--- config.mk ---
export PLATFORM = sky130hd
export DESIGN_NAME = pkt_loader
export DESIGN_NICKNAME = d
export VERILOG_FILES = /design/src/rtl/pkt_loader.sv
export SDC_FILE = /design/constraint.sdc
export NUM_CORES = 1
export LEC_CHECK = 0
export CORE_MARGIN = 2
export CORE_UTILIZATION = 36
export DETAILED_ROUTE_END_ITERATION = 10
export DONT_BUFFER_PORTS = 1
export HOLD_SLACK_MARGIN = 0.05
export PLACE_DENSITY = 0.55
export SYNTH_ARGS = -nofsm -noshare
export SYNTH_HDL_FRONTEND = slang
export SYNTH_SLANG_ARGS = --single-unit
--- constraint.sdc ---
create_clock -name clk -period 2.5 [get_ports clk]
set_input_delay 0.125 -clock clk [delete_from_list [all_inputs] [get_ports clk]]
set_output_delay 0.125 -clock clk [all_outputs]
set_load 0.01 [all_outputs]
--- src/rtl/pkt_loader.sv ---
// Ingress packet loader: packs a byte stream little-endian into 32-bit words, writes them
// after a length header slot, then writes the length at BASE_ADDR and hands off via start_o.
module pkt_loader #(
   parameter int unsigned       ADDR_W    = 32,
   parameter int unsigned       DATA_W    = 32,
   parameter logic [ADDR_W-1:0] BASE_ADDR = {ADDR_W{1'b0}},
   parameter int unsigned       MAX_BYTES = 1024
) (
   input  logic              clk,
   input  logic              rst,
   input  logic              s_valid_i,
   input  logic [7:0]        s_data_i,
   input  logic              s_last_i,
   output logic              s_ready_o,
   output logic              mem_ce_o,
   output logic              mem_we_o,
   output logic [ADDR_W-1:0] mem_addr_o,
   output logic [3:0]        mem_width_o,
   output logic [DATA_W-1:0] mem_data_o,
   output logic              start_o,
   input  logic              ready_i,
   output logic              busy_o,
   output logic              overflow_o
);

   localparam int unsigned CNT_W = $clog2(MAX_BYTES) + 1;
   localparam logic [CNT_W-1:0] MAX_CNT = CNT_W'(MAX_BYTES);

   localparam logic [2:0] ST_IDLE   = 3'd0;
   localparam logic [2:0] ST_RECV   = 3'd1;
   localparam logic [2:0] ST_WR_PAY = 3'd2;
   localparam logic [2:0] ST_WR_LEN = 3'd3;
   localparam logic [2:0] ST_START  = 3'd4;

   logic [2:0]        state_q,     state_d;
   logic [CNT_W-1:0]  byte_cnt_q,  byte_cnt_d;
   logic [CNT_W-1:0]  word_idx_q,  word_idx_d;
   logic [DATA_W-1:0] pack_q,      pack_d;
   logic              last_q,      last_d;
   logic              ovf_q,       ovf_d;
   logic              mem_ce_q,    mem_ce_d;
   logic [ADDR_W-1:0] mem_addr_q,  mem_addr_d;
   logic [3:0]        mem_width_q, mem_width_d;
   logic [DATA_W-1:0] mem_data_q,  mem_data_d;

   logic              ready_s;
   logic              accept_s;
   logic [1:0]        lane_s;
   logic [DATA_W-1:0] new_pack_s;
   logic [ADDR_W-1:0] pay_addr_s;
   logic [DATA_W-1:0] len_data_s;

   assign ready_s    = (state_q == ST_IDLE) || (state_q == ST_RECV);
   assign s_ready_o  = ready_s & rst;
   assign accept_s   = s_valid_i & ready_s;
   assign lane_s     = byte_cnt_q[1:0];
   assign new_pack_s = pack_q | (DATA_W'(s_data_i) << {lane_s, 3'b000});
   assign pay_addr_s = BASE_ADDR + ADDR_W'(32'd4) + (ADDR_W'(word_idx_q) << 2);
   assign len_data_s = DATA_W'(byte_cnt_q);

   assign mem_ce_o    = mem_ce_q;
   assign mem_we_o    = mem_ce_q;
   assign mem_addr_o  = mem_addr_q;
   assign mem_width_o = mem_width_q;
   assign mem_data_o  = mem_data_q;
   assign start_o     = (state_q == ST_START);
   assign busy_o      = (state_q != ST_IDLE);
   assign overflow_o  = ovf_q;

   // Next-state logic; memory write fields are loaded on the edge that enters a write state
   always_comb begin
      state_d     = state_q;
      byte_cnt_d  = byte_cnt_q;
      word_idx_d  = word_idx_q;
      pack_d      = pack_q;
      last_d      = last_q;
      ovf_d       = ovf_q;
      mem_ce_d    = 1'b0;
      mem_addr_d  = mem_addr_q;
      mem_width_d = 4'd0;
      mem_data_d  = mem_data_q;
      case (state_q)
         ST_IDLE: begin
            if (accept_s) begin
               ovf_d      = 1'b0;
               byte_cnt_d = CNT_W'(1);
               word_idx_d = '0;
               pack_d     = DATA_W'(s_data_i);
               last_d     = s_last_i;
               if (s_last_i) begin
                  state_d     = ST_WR_PAY;
                  mem_ce_d    = 1'b1;
                  mem_addr_d  = BASE_ADDR + ADDR_W'(32'd4);
                  mem_width_d = 4'd1;
                  mem_data_d  = DATA_W'(s_data_i);
               end else begin
                  state_d = ST_RECV;
               end
            end else begin
               state_d = ST_IDLE;
            end
         end
         ST_RECV: begin
            if (!accept_s) begin
               state_d = ST_RECV;
            end else if (byte_cnt_q == MAX_CNT) begin
               // Saturated: byte is dropped, but a last flag still closes the packet
               ovf_d = 1'b1;
               if (s_last_i) begin
                  last_d = 1'b1;
                  if (lane_s != 2'd0) begin
                     state_d     = ST_WR_PAY;
                     mem_ce_d    = 1'b1;
                     mem_addr_d  = pay_addr_s;
                     mem_width_d = {2'b00, lane_s};
                     mem_data_d  = pack_q;
                  end else begin
                     state_d     = ST_WR_LEN;
                     mem_ce_d    = 1'b1;
                     mem_addr_d  = BASE_ADDR;
                     mem_width_d = 4'd4;
                     mem_data_d  = len_data_s;
                  end
               end else begin
                  state_d = ST_RECV;
               end
            end else begin
               pack_d     = new_pack_s;
               byte_cnt_d = byte_cnt_q + CNT_W'(1);
               if ((lane_s == 2'd3) || s_last_i) begin
                  last_d      = s_last_i;
                  state_d     = ST_WR_PAY;
                  mem_ce_d    = 1'b1;
                  mem_addr_d  = pay_addr_s;
                  mem_width_d = {2'b00, lane_s} + 4'd1;
                  mem_data_d  = new_pack_s;
               end else begin
                  state_d = ST_RECV;
               end
            end
         end
         ST_WR_PAY: begin
            word_idx_d = word_idx_q + CNT_W'(1);
            pack_d     = '0;
            if (last_q) begin
               state_d     = ST_WR_LEN;
               mem_ce_d    = 1'b1;
               mem_addr_d  = BASE_ADDR;
               mem_width_d = 4'd4;
               mem_data_d  = len_data_s;
            end else begin
               state_d = ST_RECV;
            end
         end
         ST_WR_LEN: begin
            state_d = ST_START;
         end
         ST_START: begin
            if (ready_i) begin
               state_d = ST_IDLE;
            end else begin
               state_d = ST_START;
            end
         end
         default: begin
            state_d = ST_IDLE;
         end
      endcase
   end

   // State and registered memory-port update
   always_ff @(posedge clk or negedge rst) begin
      if (!rst) begin
         state_q     <= ST_IDLE;
         byte_cnt_q  <= '0;
         word_idx_q  <= '0;
         pack_q      <= '0;
         last_q      <= 1'b0;
         ovf_q       <= 1'b0;
         mem_ce_q    <= 1'b0;
         mem_addr_q  <= '0;
         mem_width_q <= 4'd0;
         mem_data_q  <= '0;
      end else begin
         state_q     <= state_d;
         byte_cnt_q  <= byte_cnt_d;
         word_idx_q  <= word_idx_d;
         pack_q      <= pack_d;
         last_q      <= last_d;
         ovf_q       <= ovf_d;
         mem_ce_q    <= mem_ce_d;
         mem_addr_q  <= mem_addr_d;
         mem_width_q <= mem_width_d;
         mem_data_q  <= mem_data_d;
      end
   end

endmodule

### Word level (Yosys, flattened, before mapping)

Cells that the tools add are included.

| storage, ports and cells | value |
|---|---|
| word-level logic and storage cells | 110 |
| output and inout bits | 74 |
| flip-flop bits (word level) | 128 |

| cells by class | value |
|---|---|
| shift-type cells | 1 |
| bitwise operators | 3 |
| add/subtract/negate cells | 4 |
| equality and inequality tests | 14 |
| multiplexer cells | 64 |
| reduce and logical (&&, ||, !) cells | 14 |

Operator list:

| cell | number |
|---|---|
| 32-bit 2-to-1 mux | 18 |
| 32-bit one-hot mux with 3 select lines | 3 |
| 11-bit 2-to-1 mux | 4 |
| 11-bit one-hot mux with 2 select lines | 2 |
| 32-bit bitwise OR | 1 |
| 8-bit by 5-bit << shifter with 32-bit output | 1 |
| 3-bit 2-to-1 mux | 9 |
| 11-bit by 1-bit adder with 11-bit output, second input constant | 2 |
| 1-bit 2-to-1 mux | 17 |
| 3-bit one-hot mux with 5 select lines | 1 |
| 3-bit by 13-bit adder with 14-bit output, first input constant | 1 |
| 14-bit 2-to-1 mux | 1 |
| 4-bit one-hot mux with 3 select lines | 1 |
| 4-bit AND reduction | 3 |
| 11-bit equality test, second input constant | 1 |
| 2-bit inequality test, second input constant | 5 |
| 4-bit 2-to-1 mux | 2 |
| 7-bit AND reduction | 1 |
| 3-bit by 2-bit equality test with 1-bit output, second input constant | 2 |
| 2-bit 2-to-1 mux | 3 |
| 2-bit nonzero test | 3 |
| 3-bit nonzero test | 2 |
| 5-bit AND reduction | 1 |
| 1-bit one-hot mux with 2 select lines | 2 |
| 12 further kinds | 14 |

### Depth between registers and ports, before layout

Gate-level depths: netlist of run 1.

| logic depth | value |
|---|---|
| depth after elaboration | 6 |
| depth in mapped cells | 9 |
| gate-level depth less buffers | 8 |

### Worst setup path after synthesis of run 1

OpenSTA, ideal clock, no wires.

| timing path | value |
|---|---|
| path type | register to register |
| start | register byte_cnt_q[0] |
| end | register mem_data_q[26] (netlist: mem_data_o[26]) |
| arrival time | 1.692 ns |
| period minus slack after synthesis | 1.802 ns |
| slack | 0.698 ns |
| path buffers | 2 |
| required time | 2.390 ns |
| cell stages (with the launch flop) | 8 |
| cells stage by stage | dfrtp_1 inv_1 ha_1 and2_1 and3_1 buf_2 buf_2 o41ai_1 |

| on the way | value |
|---|---|
| word-level cells in the longest chain between the ends | 6 |

Ends and longest elaborated chain:

| item | line | RTL |
|---|---|---|
| start: declaration | 36 | `logic [CNT_W-1:0] byte_cnt_q, byte_cnt_d;` |
| start signal: assignment | 186 | `byte_cnt_q <= byte_cnt_d;` |
| 8-bit by 5-bit << shifter with 32-bit output or 2-bit nonzero test (tied branches) | 57, 111 |  |
| 32-bit bitwise OR or 32-bit 2-to-1 mux (tied branches) | 57, 111 |  |
| 32-bit 2-to-1 mux, on equally long branches | 130, 109 |  |
| 32-bit 2-to-1 mux | 106 | `end else if (byte_cnt_q == MAX_CNT) begin` |
| 32-bit 2-to-1 mux | 104 | `if (!accept_s) begin` |
| 32-bit one-hot mux with 3 select lines | 82 | `case (state_q)` |
| end signal: assignment | 194 | `mem_data_q <= mem_data_d;` |
| end: declaration | 44 | `logic [DATA_W-1:0] mem_data_q, mem_data_d;` |

Several ways; a longest one is shown, not always the timed one. The select of a mux whose other input is x is not followed.
A chain may end at the register's enable or synchronous reset.

### Final worst setup path of run 1

| timing path | value |
|---|---|
| start | register state_q[0] |
| end | register mem_data_q[1] (netlist: mem_data_o[1]) |

| on the way | value |
|---|---|
| word-level cells in the longest chain between the ends | 5 |

Ends and longest elaborated chain:

| item | line | RTL |
|---|---|---|
| start: declaration | 35 | `logic [2:0] state_q, state_d;` |
| start signal: assignment | 185 | `state_q <= state_d;` |
| 3-bit by 1-bit equality test with 1-bit output or 3-bit zero test (tied branches) | 53, 82 |  |
| 1-bit logical OR | 53 | `assign ready_s = (state_q == ST_IDLE) \|\| (state_q == ST_RECV);` |
| 1-bit AND | 55 | `assign accept_s = s_valid_i & ready_s;` |
| 2-bit inequality test (no line) | -- |  |
| 7-bit AND reduction (no line) | -- |  |

Several ways; a longest one is shown, not always the timed one.

==> results.sh, run 1 <==
export IMPL_outcome="complete, but fails checks"
export IMPL_violations="negative hold slack"
export IMPL_path_max_fanout=16
export IMPL_switchingPower_mw=2.76
export IMPL_synth_yosys_warnings=0
export IMPL_portBuffers=0
export IMPL_gr_total_overflow=0
export IMPL_wl_per_cell_um=19.6
export IMPL_first_pass_iters=5
export IMPL_layout_worst_path_cycle_share_pct=86.7
export IMPL_setup_viol=0
export IMPL_critPathCaptureType="register"
export IMPL_cp_data_arrival_time_ns=2.44
export IMPL_grt_setup_unrepaired="no"
export IMPL_cts_buffers=9
export IMPL_synth_seq_cells=107
export IMPL_power_switching_share_pct=41.6
export IMPL_met3_usage_pct=5.48
export IMPL_finClkSkew_ns=0.0102
export IMPL_max_cap_violations=0
export IMPL_final_nets=569
export IMPL_clkPwrFrac_pct=22.3
export IMPL_postCtsSetupBuffers=0
export IMPL_max_freq_ghz=0.461
export IMPL_grt_busiest_layer="met2"
export IMPL_rows=44
export IMPL_fill_cells=1442
export IMPL_placedCellCount=714
export IMPL_synth_avg_cell_area_um2=9.63
export IMPL_cts_buffer_depth=2
export IMPL_antenna_cells=0
export IMPL_hold_violations=107
export IMPL_finalMaxSlewViolations=0
export IMPL_routed_wirelength_um=14600
export IMPL_tritoncts="done"
export IMPL_area_delta_synth_final_pct=9.00
export IMPL_die_x_um=126
export IMPL_dpl_worst_slack_ns=0.401
export IMPL_track_usage_pct=18.6
export IMPL_grt_pass1_vias=3944
export IMPL_combPwrFrac_pct=38.0
export IMPL_met2_usage_pct=29.4
export IMPL_dr_total_vias=4179
export IMPL_start_util_pct=36.9
export IMPL_min_period_ns=2.17
export IMPL_gp_congestion=0.903
export IMPL_grt_start_max_net_pins=109
export IMPL_synth_edf_count=0
export IMPL_dp_hpwl_um=9400
export IMPL_cts_sinks=107
export IMPL_holdWs_ns=-0.534
export IMPL_mappedNetlistArea_um2=5370
export IMPL_core_um2=14500
export IMPL_worstSetupStartpointType="register"
export IMPL_pwr_share_seq_pct=39.6
export IMPL_vdd_drop_max_mv=0.422
export IMPL_mostFrequentLayoutCell="dfrtp_1"
export IMPL_final_cell_mix="dfrtp_1 (107), nand2_1 (100), o21ai_0 (35), o31ai_1 (34), a21oi_1 (27)"
export IMPL_power_mw=6.63
export IMPL_clkSlewWorstSetupHoldPaths_ns=0.08
export IMPL_syn_inst=557
export IMPL_setup_tns_ns=0
export IMPL_critPathKind="register to register"
export IMPL_p_int_mw=3.87
export IMPL_tightest_slew_ns=0.643
export IMPL_clk_latency_ns=0.36
export IMPL_antenna_found_initial=0
export IMPL_ios=87
export IMPL_cts_root_buf="clkbuf_16"
export IMPL_grt_use_met1_pct=24.4
export IMPL_synthArstFlopShare_pct=100
export IMPL_leakagePower_nw=2.62
export IMPL_drt_iter0_drc=305
export IMPL_ys_flop_type="dfrtp_1"
export IMPL_dieArea_um2=15900
export IMPL_max_slew_margin_pct=57.0
export IMPL_postCtsHoldBufs=11
export IMPL_critical_path_required_ns=2.77
export IMPL_fin_ws_ns=0.333
export IMPL_powerDensity_nw_per_um2=1130
export IMPL_finalNonFillerCells=741
export IMPL_ys_seq_area_share_pct=49.9
export IMPL_route_detailed_drc=0
export IMPL_die_h_um=126
export IMPL_synth_cell_type_count=51
export IMPL_ant_nets=0
export IMPL_h_tree_depth=3
export IMPL_grt_pass1_wl_um=23000
export IMPL_viasPerCell=5.64
export IMPL_hold_path_class="input pin to async pin"
export IMPL_drive_above_1_share_pct=8.08
[area by class of cell]
type | instances | area, µm² | share of cell area, %
Clock buffer | 10 | 229 | 3.91
Sequential cell | 107 | 2680 | 45.8
Tap cell | 184 | 230 | 3.94
Inverter | 10 | 37.5 | 0.642
Timing Repair Buffer | 31 | 273 | 4.66
Clock inverter | 6 | 72.6 | 1.24
Multi-Input combinational cell | 393 | 2330 | 39.8
[worst max-delay path, stage by stage (launching register included)]
cell      delay (ns)
dfrtp_1         0.63
nor3b_1         0.49
nand4_1         0.39
nand2_1         0.28
a221oi_1        0.12
nor3_1          0.17
[flip-flops by register name, indices dropped and copies added (netlist names)]
register	count
mem_data_o	32
pack_q	32
mem_addr_o	12
byte_cnt_q	11
word_idx_q	11
mem_width_o	3
state_q	3
last_q	1
mem_ce_o	1
overflow_o	1
[logic make-up (layout without fill, tap and decap cells)]
logic type | Yosys count | in the layout | share of synthesized area, %
xor gates and xnor gates | 17 | 17 | 2.77
adders and majority gates | 4 | 4 | 0.933
muxes | 1 | 1 | 0.187
DFF | 107 | 107 | 49.9
AOI/OAI and AO/OA | 176 | 176 | 23.1
other | 1 | 21 | 0.0699
and+or+nand+nor | 174 | 174 | 14.9
buffers and inverters | 77 | 57 | 8.09
[timing repair]
item                       in CTS  in global routing
gates resized for setup         0                  0
hold endpoints to repair      137                107
setup endpoints to repair       0                  0
[cell usage after synthesis (8+ instances only)]
cell type / n / area, µm²
a22o_1: 17 / 149
o31ai_1: 34 / 255
buf_4: 27 / 203
xor2_1: 13 / 114
a21o_1: 13 / 97.6
a21oi_1: 27 / 135
dfrtp_1: 107 / 2680
inv_1: 8 / 30.0
o41ai_1: 11 / 96.3
nand3_1: 17 / 85.1
clkbuf_1: 15 / 56.3
buf_2: 18 / 90.1
nor2_1: 25 / 93.8
o21ai_0: 35 / 175
nand2_1: 100 / 375
[power groups by stage]
stage,Combinational [mW],Sequential (mW),Clock (mW)
after floorplan,1.99,2.50,0
after global placement,2.45,2.66,0
after detailed placement,2.48,2.66,0
after CTS,2.52,2.63,1.52
after global routing,2.78,2.68,1.59
final,2.52,2.63,1.48
[final timing paths]
check	startpoint	to	slack [ns]	depth (start not counted)
worst max-delay path	state_q[0]	mem_data_o[1]	0.33	5
worst min register to register	pack_q[26]	pack_q[26]	0.48	2
worst min-delay path	rst	mem_addr_o[4]	-0.53	0
worst max register to register	state_q[0]	mem_data_o[1]	0.33	5
max in group asynchronous	rst	byte_cnt_q[6]	2.83	0
min in group clk	s_data_i[3]	mem_data_o[27]	0.06	2
[metrics by stage]
stage | utilization, % | instance area, µm²
after floorplan | - | 5440
after global placement | 37.4 | 5440
after detailed placement | 37.4 | 5440
after CTS | 40.2 | 5850
after global routing | 40.2 | 5850
final | 40.2 | 5850
[routing by layer]
| metal | up-vias | part of all wire (%) |
|---|---|---|
| li1 | 1944 | - |
| met3 | 25 | 6.8 |
| met2 | 144 | 47 |
| met4 | 0 | 2.6 |
| met5 | - | 0 |
| met1 | 2066 | 44 |
Power figures use the tool's default switching activity.
==> run 2: changes to the inputs <==
==> constraint.sdc (replaced) <==
create_clock -name clk -period 2.15 [get_ports clk]
set_input_delay 0.1075 -clock clk [delete_from_list [all_inputs] [get_ports clk]]
set_output_delay 0.1075 -clock clk [all_outputs]
set_load 0.01 [all_outputs]
==> run 2 against run 1 <==
The run still ends with negative hold slack left. Critical path depth is 1 higher. Sequential share of layout area is 0.65 points lower. Maximum frequency is 9.2% higher. Flip-flop and latch count stayed put. Cell count is 1.2% higher. Global-route usage is 0.11 points lower. Clock power is 14% higher. Hold slack worse by 0.021 ns. Critical endpoint is now mem_data_o[12]. Largest cell class unchanged. Highest routed layer unchanged.
==> results.sh, run 2 (synthesized netlist as in run 1, its figures left out) <==
export IMPL_r2r_end="mem_data_o[12]"
export IMPL_rows=44
export IMPL_clkSlewWorstSetupHoldPaths_ns=0.07
export IMPL_gr_total_overflow=0
export IMPL_drt_iter0_drc=402
export IMPL_viasPerCell=5.61
export IMPL_path_cells="nor4_4 -> a31oi_4 -> a21oi_4 -> buf_4 -> nand2_1 -> o41ai_1"
export IMPL_die_h_um=126
export IMPL_h_tree_depth=3
export IMPL_dp_hpwl_um=9460
export IMPL_tightest_slew_ns=0.636
export IMPL_critPathKind="register to register"
export IMPL_ant_nets=0
export IMPL_critPathCaptureType="register"
export IMPL_finClkSkew_ns=0.00747
export IMPL_path_buf_inv=1
export IMPL_placedCellCount=722
export IMPL_antenna_cells=0
export IMPL_violations="negative hold slack"
export IMPL_cts_resized=0
export IMPL_final_nets=578
export IMPL_max_freq_ghz=0.504
export IMPL_fin_area_um2=5930
export IMPL_max_cap_violations=0
export IMPL_layout_worst_path_cycle_share_pct=92.3
export IMPL_vdd_drop_max_mv=0.538
export IMPL_tritoncts="done"
export IMPL_min_period_ns=1.98
export IMPL_antenna_found_initial=0
export IMPL_hold_path_class="input pin to async pin"
export IMPL_drive_above_1_share_pct=9.36
export IMPL_holdWs_ns=-0.556
export IMPL_dieArea_um2=15900
export IMPL_crit_family="simple AND/OR/NAND/NOR gates"
export IMPL_worstSetupStartpointType="register"
export IMPL_portBuffers=0
export IMPL_clk_latency_ns=0.35
export IMPL_wl_per_cell_um=19.1
export IMPL_grt_start_max_net_pins=109
export IMPL_dr_total_vias=4210
export IMPL_finalNonFillerCells=750
export IMPL_outcome="complete, but fails checks"
export IMPL_grt_pass1_wl_um=22900
export IMPL_grt_pass1_vias=4004
export IMPL_route_detailed_drc=0
export IMPL_cts_root_buf="clkbuf_16"
export IMPL_mostFrequentLayoutCell="dfrtp_1"
export IMPL_finalMaxSlewViolations=0
export IMPL_first_pass_iters=5
export IMPL_routed_wirelength_um=14400
export IMPL_gp_congestion=0.869
export IMPL_powerDensity_nw_per_um2=1310
export IMPL_postCtsHoldBufs=12
export IMPL_cts_buffer_depth=2
export IMPL_max_slew_margin_pct=57.5
export IMPL_critPathSlowestCell="nor4_4"
export IMPL_reg2reg_from="byte_cnt_q[4]"
export IMPL_core_um2=14500
export IMPL_cts_buffers=9
export IMPL_die_x_um=126
export IMPL_dpl_worst_slack_ns=0.177
export IMPL_cp_depth=6
export IMPL_final_cell_mix="dfrtp_1 (107), nand2_1 (100), o21ai_0 (35), o31ai_1 (34), a21oi_1 (27)"
export IMPL_area_delta_synth_final_pct=10.6
export IMPL_postCtsSetupBuffers=0
export IMPL_critical_path_required_ns=2.39
export IMPL_hold_violations=107
export IMPL_start_util_pct=36.9
export IMPL_setup_viol=0
export IMPL_path_max_fanout=30
export IMPL_reg2reg_slack_ns=0.17
export IMPL_final_util_pct=40.8
export IMPL_track_usage_pct=18.5
export IMPL_r2r_cells=6
export IMPL_fill_cells=1430
export IMPL_leakagePower_nw=2.68
export IMPL_cp_data_arrival_time_ns=2.22
export IMPL_grt_setup_unrepaired="no"
export IMPL_fin_ws_ns=0.166
export IMPL_ios=87
export IMPL_cts_sinks=107
export IMPL_dpl_cell_area_um2=5510
export IMPL_setup_tns_ns=0
export IMPL_power_mw=7.78
export IMPL_cp_slowest_stage_delay_ns=0.48
## run 2: cell types whose count changed in the layout (fill, tap and decap cells not counted), sizes merged
cell,change
buf,+8
clkinvlp,-1
dlygate4sd3,+1
clkinv,+1
## run 2: worst max-delay path by stage
stage | from | end
6_report | byte_cnt_q[4] | mem_data_o[12]
5_1_grt | byte_cnt_q[4] | mem_data_o[16]
4_1_cts | byte_cnt_q[4] | mem_data_o[12]
3_5_place_dp | byte_cnt_q[4] | mem_data_o[12]
3_3_place_gp | byte_cnt_q[4] | mem_data_o[30]
2_1_floorplan | byte_cnt_q[0] | mem_data_o[26]
## run 2: final cells by class
cell class,instances,area (µm²),share of cell area (%)
clock inverter,6,73.8,1.24
tap,184,230,3.88
sequential,107,2680,45.1
inverter,10,37.5,0.633
multi-input combinational,393,2330,39.3
clock buffer,10,229,3.86
timing repair buffer,40,355,5.99
## run 2: power breakdown
| part | switching, mW | internal [mW] |
|---|---|---|
| Clock | 0.775 | 0.919 |
| Sequential | 0.523 | 2.50 |
| Combinational | 1.90 | 1.17 |
## run 2: layer usage
metal  track usage [%]  up-vias  part of all wire (%)
met1              24.0     2066                    42
li1                  -     1951                     -
met2              28.6      157                    47
met3              5.44       36                   7.6
met5                 0        -                     0
met4              8.40        0                   3.7
